**src/rtl/spi_upcounter_pkg.sv**
```systemverilog
// Shared types and frame layout for the up-counter SPI status streamer.
// The 2-byte frame carries {run, clear, count[13:8]} then count[7:0].
package spi_upcounter_pkg;

    typedef enum logic [2:0] {
        IDLE,
        LOAD,
        SEND_HI,
        WAIT_HI,
        SEND_LO,
        WAIT_LO,
        ABORT,
        GAP
    } tx_state_t;

    localparam int unsigned HI_RUN_BIT = 7;
    localparam int unsigned HI_CLR_BIT = 6;
    localparam int unsigned HI_CNT_MSB = 5;

    // Slave select is asserted from LOAD through WAIT_LO inclusive.
    function automatic logic ss_active(input tx_state_t s);
        return (s == LOAD) || (s == SEND_HI) || (s == WAIT_HI) ||
               (s == SEND_LO) || (s == WAIT_LO);
    endfunction

endpackage

```
**src/rtl/spi_tick_gen.sv**
```systemverilog
// Free-running 0..PERIOD-1 counter; o_tick is high for the one wrap cycle.
module spi_tick_gen #(
    parameter int unsigned PERIOD = 1_000_000
) (
    input  logic clk,
    input  logic reset,
    output logic o_tick
);

    localparam int unsigned CW = (PERIOD > 1) ? $clog2(PERIOD) : 1;

    logic [CW-1:0] cnt_q, cnt_d;

    always_comb begin
        o_tick = (cnt_q == CW'(PERIOD - 1));
        cnt_d  = o_tick ? '0 : cnt_q + CW'(1);
    end

    always_ff @(posedge clk or posedge reset) begin
        if (reset) cnt_q <= '0;
        else       cnt_q <= cnt_d;
    end

endmodule

```
**src/rtl/spi_upcounter_tx_ctrl.sv**
```systemverilog
// Streams {run, clear, count} to a remote SPI display via the byte engine:
// periodic and change-triggered frames, snapshot per frame, done watchdog.
module spi_upcounter_tx_ctrl
    import spi_upcounter_pkg::*;
#(
    parameter int unsigned CNT_W   = 14,
    parameter int unsigned PERIOD  = 1_000_000,
    parameter int unsigned GAP_CYC = 8,
    parameter int unsigned TIMEOUT = 4096
) (
    input  logic             clk,
    input  logic             reset,
    input  logic [CNT_W-1:0] i_count,
    input  logic             i_runstop,
    input  logic             i_clear,
    input  logic             i_tx_ready,
    input  logic             i_tx_done,
    output logic             o_tx_start,
    output logic [7:0]       o_tx_data,
    output logic             o_ss_n,
    output logic             o_busy,
    output logic [15:0]      o_frame_cnt,
    output logic             o_err
);

    localparam int unsigned WAIT_W = $clog2(TIMEOUT + 1);
    localparam int unsigned GAP_W  = $clog2(GAP_CYC + 1);

    tx_state_t         state_q, state_d;
    logic              pending_q, pending_d;
    logic              rs_hist_q, clr_hist_q;
    logic [7:0]        lo_shadow_q, lo_shadow_d;
    logic [WAIT_W-1:0] wait_q, wait_d;
    logic [GAP_W-1:0]  gap_q, gap_d;
    logic              ss_n_q, ss_n_d;
    logic              start_q, start_d;
    logic [7:0]        data_q, data_d;
    logic              busy_q, busy_d;
    logic [15:0]       frame_q, frame_d;
    logic              err_q, err_d;
    logic              tick;
    logic              flag_event;
    logic              wait_tmo;

    spi_tick_gen #(
        .PERIOD (PERIOD)
    ) u_tick (
        .clk    (clk),
        .reset  (reset),
        .o_tick (tick)
    );

    assign flag_event = (i_runstop != rs_hist_q) || (i_clear != clr_hist_q);
    assign wait_tmo   = (wait_q == WAIT_W'(TIMEOUT - 1));

    always_comb begin
        state_d     = state_q;
        pending_d   = tick || flag_event || (pending_q && (state_q != LOAD));
        lo_shadow_d = lo_shadow_q;
        wait_d      = wait_q;
        gap_d       = '0;
        frame_d     = frame_q;

        case (state_q)
            IDLE:    if (pending_q && i_tx_ready) state_d = LOAD;
            LOAD: begin
                lo_shadow_d = i_count[7:0];
                state_d     = SEND_HI;
            end
            SEND_HI: begin
                wait_d  = '0;
                state_d = WAIT_HI;
            end
            WAIT_HI: begin
                wait_d = wait_q + WAIT_W'(1);
                if (i_tx_done)     state_d = SEND_LO;
                else if (wait_tmo) state_d = ABORT;
            end
            SEND_LO: begin
                wait_d  = '0;
                state_d = WAIT_LO;
            end
            WAIT_LO: begin
                wait_d = wait_q + WAIT_W'(1);
                if (i_tx_done) begin
                    frame_d = frame_q + 16'd1;
                    state_d = GAP;
                end else if (wait_tmo) begin
                    state_d = ABORT;
                end
            end
            ABORT:   state_d = GAP;
            GAP: begin
                gap_d = gap_q + GAP_W'(1);
                if (gap_q == GAP_W'(GAP_CYC - 1)) state_d = IDLE;
            end
            default: state_d = IDLE;
        endcase

        // Outputs are decoded from the next state. The high byte is built from
        // the live LOAD-cycle inputs, which are exactly what the snapshot holds.
        ss_n_d  = !ss_active(state_d);
        start_d = (state_d == SEND_HI) || (state_d == SEND_LO);
        busy_d  = (state_d != IDLE);
        err_d   = err_q || (state_d == ABORT);
        data_d  = '0;
        if (state_d == SEND_HI) begin
            data_d[HI_RUN_BIT]     = i_runstop;
            data_d[HI_CLR_BIT]     = i_clear;
            data_d[HI_CNT_MSB:0]   = i_count[HI_CNT_MSB+8:8];
        end else if (state_d == SEND_LO) begin
            data_d = lo_shadow_q;
        end
    end

    always_ff @(posedge clk or posedge reset) begin
        if (reset) begin
            state_q     <= IDLE;
            pending_q   <= 1'b0;
            rs_hist_q   <= 1'b0;
            clr_hist_q  <= 1'b0;
            lo_shadow_q <= '0;
            wait_q      <= '0;
            gap_q       <= '0;
            ss_n_q      <= 1'b1;
            start_q     <= 1'b0;
            data_q      <= '0;
            busy_q      <= 1'b0;
            frame_q     <= '0;
            err_q       <= 1'b0;
        end else begin
            state_q     <= state_d;
            pending_q   <= pending_d;
            rs_hist_q   <= i_runstop;
            clr_hist_q  <= i_clear;
            lo_shadow_q <= lo_shadow_d;
            wait_q      <= wait_d;
            gap_q       <= gap_d;
            ss_n_q      <= ss_n_d;
            start_q     <= start_d;
            data_q      <= data_d;
            busy_q      <= busy_d;
            frame_q     <= frame_d;
            err_q       <= err_d;
        end
    end

    assign o_ss_n      = ss_n_q;
    assign o_tx_start  = start_q;
    assign o_tx_data   = data_q;
    assign o_busy      = busy_q;
    assign o_frame_cnt = frame_q;
    assign o_err       = err_q;

endmodule

```
**config.mk**
```make
export PLATFORM = sky130hd
export DESIGN_NAME = spi_upcounter_tx_ctrl
export DESIGN_NICKNAME = d
export VERILOG_FILES = /design/src/rtl/spi_upcounter_pkg.sv /design/src/rtl/spi_tick_gen.sv /design/src/rtl/spi_upcounter_tx_ctrl.sv
export SDC_FILE = /design/constraint.sdc
export NUM_CORES = 1
export LEC_CHECK = 0
export CAP_MARGIN = 20
export CORE_ASPECT_RATIO = 2
export CORE_MARGIN = 3
export CORE_UTILIZATION = 45
export DETAILED_ROUTE_END_ITERATION = 6
export DONT_BUFFER_PORTS = 1
export HOLD_SLACK_MARGIN = 0.08
export PLACE_DENSITY_LB_ADDON = 0.1
export SETUP_SLACK_MARGIN = 0.02
export SLEW_MARGIN = 10
export SYNTH_ARGS = -nofsm -noshare
export SYNTH_HDL_FRONTEND = slang
export SYNTH_SLANG_ARGS = --single-unit
export TNS_END_PERCENT = 5
```
**constraint.sdc**
```tcl
create_clock -name clk -period 2.6 [get_ports clk]
set_input_delay 0.13 -clock clk [delete_from_list [all_inputs] [get_ports clk]]
set_output_delay 0.13 -clock clk [all_outputs]
set_load 0.005 [all_outputs]
```
==> impl_results.md <==
* Syn avg cell area at between 10 and 15 µm²
* Avg WL per Cell at about 15 µm
* Clock Power Share at 0.338
* Crit path DAT at roughly 2.6 ns
* First-pass GRT wire length at 12.3 mm
* CTS tree: built
* Ys async rst share at 1.00
* H-tree levels at 3
* Internal power at 0.00303 W
* Pre-CTS setup slack at 0.263 ns
* Die Y at 135 µm
* Syn nets at 364
* Initial antenna violation count at 0
* CTS sink count at 79
* DRT Wirelength at 7.07 mm
* Final Max Slew Viols at 0
* Synthesized cell area at 3740 µm²
* EDFF count, synth at 0
* Slew margin rel. at 0.558
* Worst setup SP type: flip-flop
* Worst-margin pin slew at 0.663 ns
* Setup TNS at 0 ns
* Synth unique cells at between 50 and 60
* Synth top cells by count: dfrtp_1, nor2_1, nand2_1, xor2_1, nand3_1
* Vias in the first global route at between 2000 and 3000
* Endpoint type of the worst setup path: flip-flop
* Vias per cell at 5.33
* HP Class: primary input to flip-flop
* End-of-flow core utilization at 0.551
* Pleak at between 1.5 and 2 nW
* Post-synth top area share at 0.521
* Initial DRC count at between 150 and 200
* P_sw at 0.00144 W
* Cell with the most instances after synthesis: dfrtp_1
* IO buf count at 0
* CTS Root Cell: clkbuf_16
* Post-route antenna net violation count at 0
* Pin count of the biggest net entering global routing at 47
* Drc violations at 0
* Area grow syn2layout at 17.7%
* Crit-path max FO at 11
* Core Rows at 46
* WP data required at around 2.8 ns
* Starting density of the core at 0.468
* Min Tclk post-route at 2.34 ns
* Post-route setup slack at 0.262 ns
* CTS max path bufs at 2
* Antenna diodes at 0
* Power share of the sequential group at 0.354
* Area contributors post-synth: dfrtp_1, xor2_1, xnor2_1, nor2_1, nand2_1
* Final hold violation count at 0
* Hpwl dp at 5.05 mm
* Tcrit/Tclk final at 0.899
* CTS resizes at 0
* Synth warn at 0
* Seq/Total Area, Yosys at 0.528
* Max Freq at roughly 0.43 GHz
* Final setup fails at 0
* Global route overflow at 0
* CORE AREA at around 8000 µm²
* Die span in x at just over 70 µm
* # IOs at between 40 and 50
* Switching Share at 0.323
* Inst Count DP at 430
* CTS clk-pin slew, worst paths at 0.06 ns
* GRT Util Overall at 0.164
* Routed via count at 2471
* CTS Buf Count at 9
* Power per cell area at 1010 nW/µm²
* Clk Latency, worst-skew pair at roughly 0.33 ns
* RePlAce Congestion at 0.783
* Max VDD drop at ~0.90 mV
* Number of synthesized register bits at 79
* Share of cells above drive strength 1 at 0.155
* Synth Flop Type: dfrtp_1
* Post-route insts no fill at 464
* CP Class: flip-flop to flip-flop
* Layout Nets at ~400
* Full die area at 9520 µm²
* Mapped Cells at 337
* Status: finished, final reports clean
* MaxCap Viol Count at 0
* Power share of the combinational group at 0.308
* Unrepaired setup endpoints after global routing: no
* Clock Skew at 0.00749 ns
* Dominant cell type by area after synthesis: dfrtp_1
* 1st-pass router iterations at 5
layer usage:
metal | vias up | share of wire | track usage
li1 | 1206 | - | -
met1 | 1210 | 0.38 | 0.174
met2 | 49 | 0.56 | 0.299
met3 | 6 | 0.045 | 0.0589
met4 | 0 | 0.011 | 0.0512
met5 | - | 0 | 0
placed cells by master (no fill, tap or decap), types with 5 or more instances in the layout:
cell | Yosys | final
dfrtp_1 | 78 | 78
nor2_1 | 35 | 35
nand2_1 | 33 | 33
xor2_1 | 24 | 24
nand3_1 | 21 | 21
xnor2_1 | 20 | 20
dlygate4sd3_1 | 0 | 18
o21ai_0 | 10 | 10
inv_1 | 10 | 9
mux2_2 | 9 | 9
clkbuf_16 | 0 | 9
and3_1 | 8 | 8
nand4_1 | 8 | 8
o22ai_2 | 8 | 8
ha_1 | 7 | 7
buf_4 | 2 | 5
logic make-up (layout without fill, tap and decap cells):
family | Yosys count | in the layout | share of synthesized area
AND/OR/NAND/NOR | 140 | 140 | 0.196
flip-flops | 79 | 79 | 0.528
XOR/XNOR | 44 | 44 | 0.103
AO/OA/AOI/OAI | 37 | 37 | 0.0942
buffers and inverters | 21 | 52 | 0.0277
multiplexers | 9 | 9 | 0.0271
adder cells (fa/ha/maj) | 7 | 7 | 0.0234
through the flow:
stage,hold WS [ns],area (µm²),total power (W)
floorplan,0.161,3740,0.00274
CTS,0.0877,4400,0.00454
global placement,0.102,3860,0.00295
global route,0.199,4410,0.00475
detailed placement,0.0989,3860,0.00298
finish,0.198,4410,0.00447
power groups by stage:
stage | clock network (W) | logic, W | registers [W]
2_1_floorplan | 0 | 0.00119 | 0.00155
3_3_place_gp | 0 | 0.00135 | 0.00160
3_5_place_dp | 0 | 0.00138 | 0.00160
4_1_cts | 0.00155 | 0.00140 | 0.00159
5_1_grt | 0.00160 | 0.00154 | 0.00161
6_report | 0.00151 | 0.00138 | 0.00158
area by class of cell:
type / count / area (µm²)
Inverter: 12 / 46.3
Multi-Input combinational cell: 237 / 1660
Fill cell: 715 / 3590
Tap cell: 96 / 120
Clock inverter: 6 / 133
Clock buffer: 10 / 229
Sequential cell: 79 / 1980
Timing Repair Buffer: 24 / 238
final timing paths:
path | startpoint | endpoint | slack [ns] | cells after the start
worst max-delay path | state_q[1] | o_tx_data[4] | 0.26 | 8
worst min-delay path | i_tx_done | state_q[2] | 0.20 | 3
worst max register to register | state_q[1] | o_tx_data[4] | 0.26 | 8
worst min register to register | gap_q[0] | gap_q[0] | 0.46 | 1
max in group asynchronous | reset | o_frame_cnt[11] | 1.65 | 3
min in group asynchronous | reset | o_frame_cnt[0] | 0.32 | 2
critical path, cell delays in order, from the launching register on:
cell,delay (ns)
dfrtp_1,0.42
buf_4,0.20
ha_1,0.28
or4_1,0.48
a32oi_1,0.23
o21a_2,0.22
inv_1,0.10
nand2_4,0.17
o22ai_2,0.11
sequential cells by signal (all words and copies together) (netlist names), 3 cells and up:
name          flops
lo_shadow_q       8
o_tx_data         8
u_tick.cnt_q     20
o_frame_cnt      16
wait_q           13
state_q           3
gap_q             4
repair_timing:
action,in CTS,in global routing
buffers inserted,0,0
hold buffers,17,1
hold endpoints to repair,51,1
(Power assumes the default switching activity.)
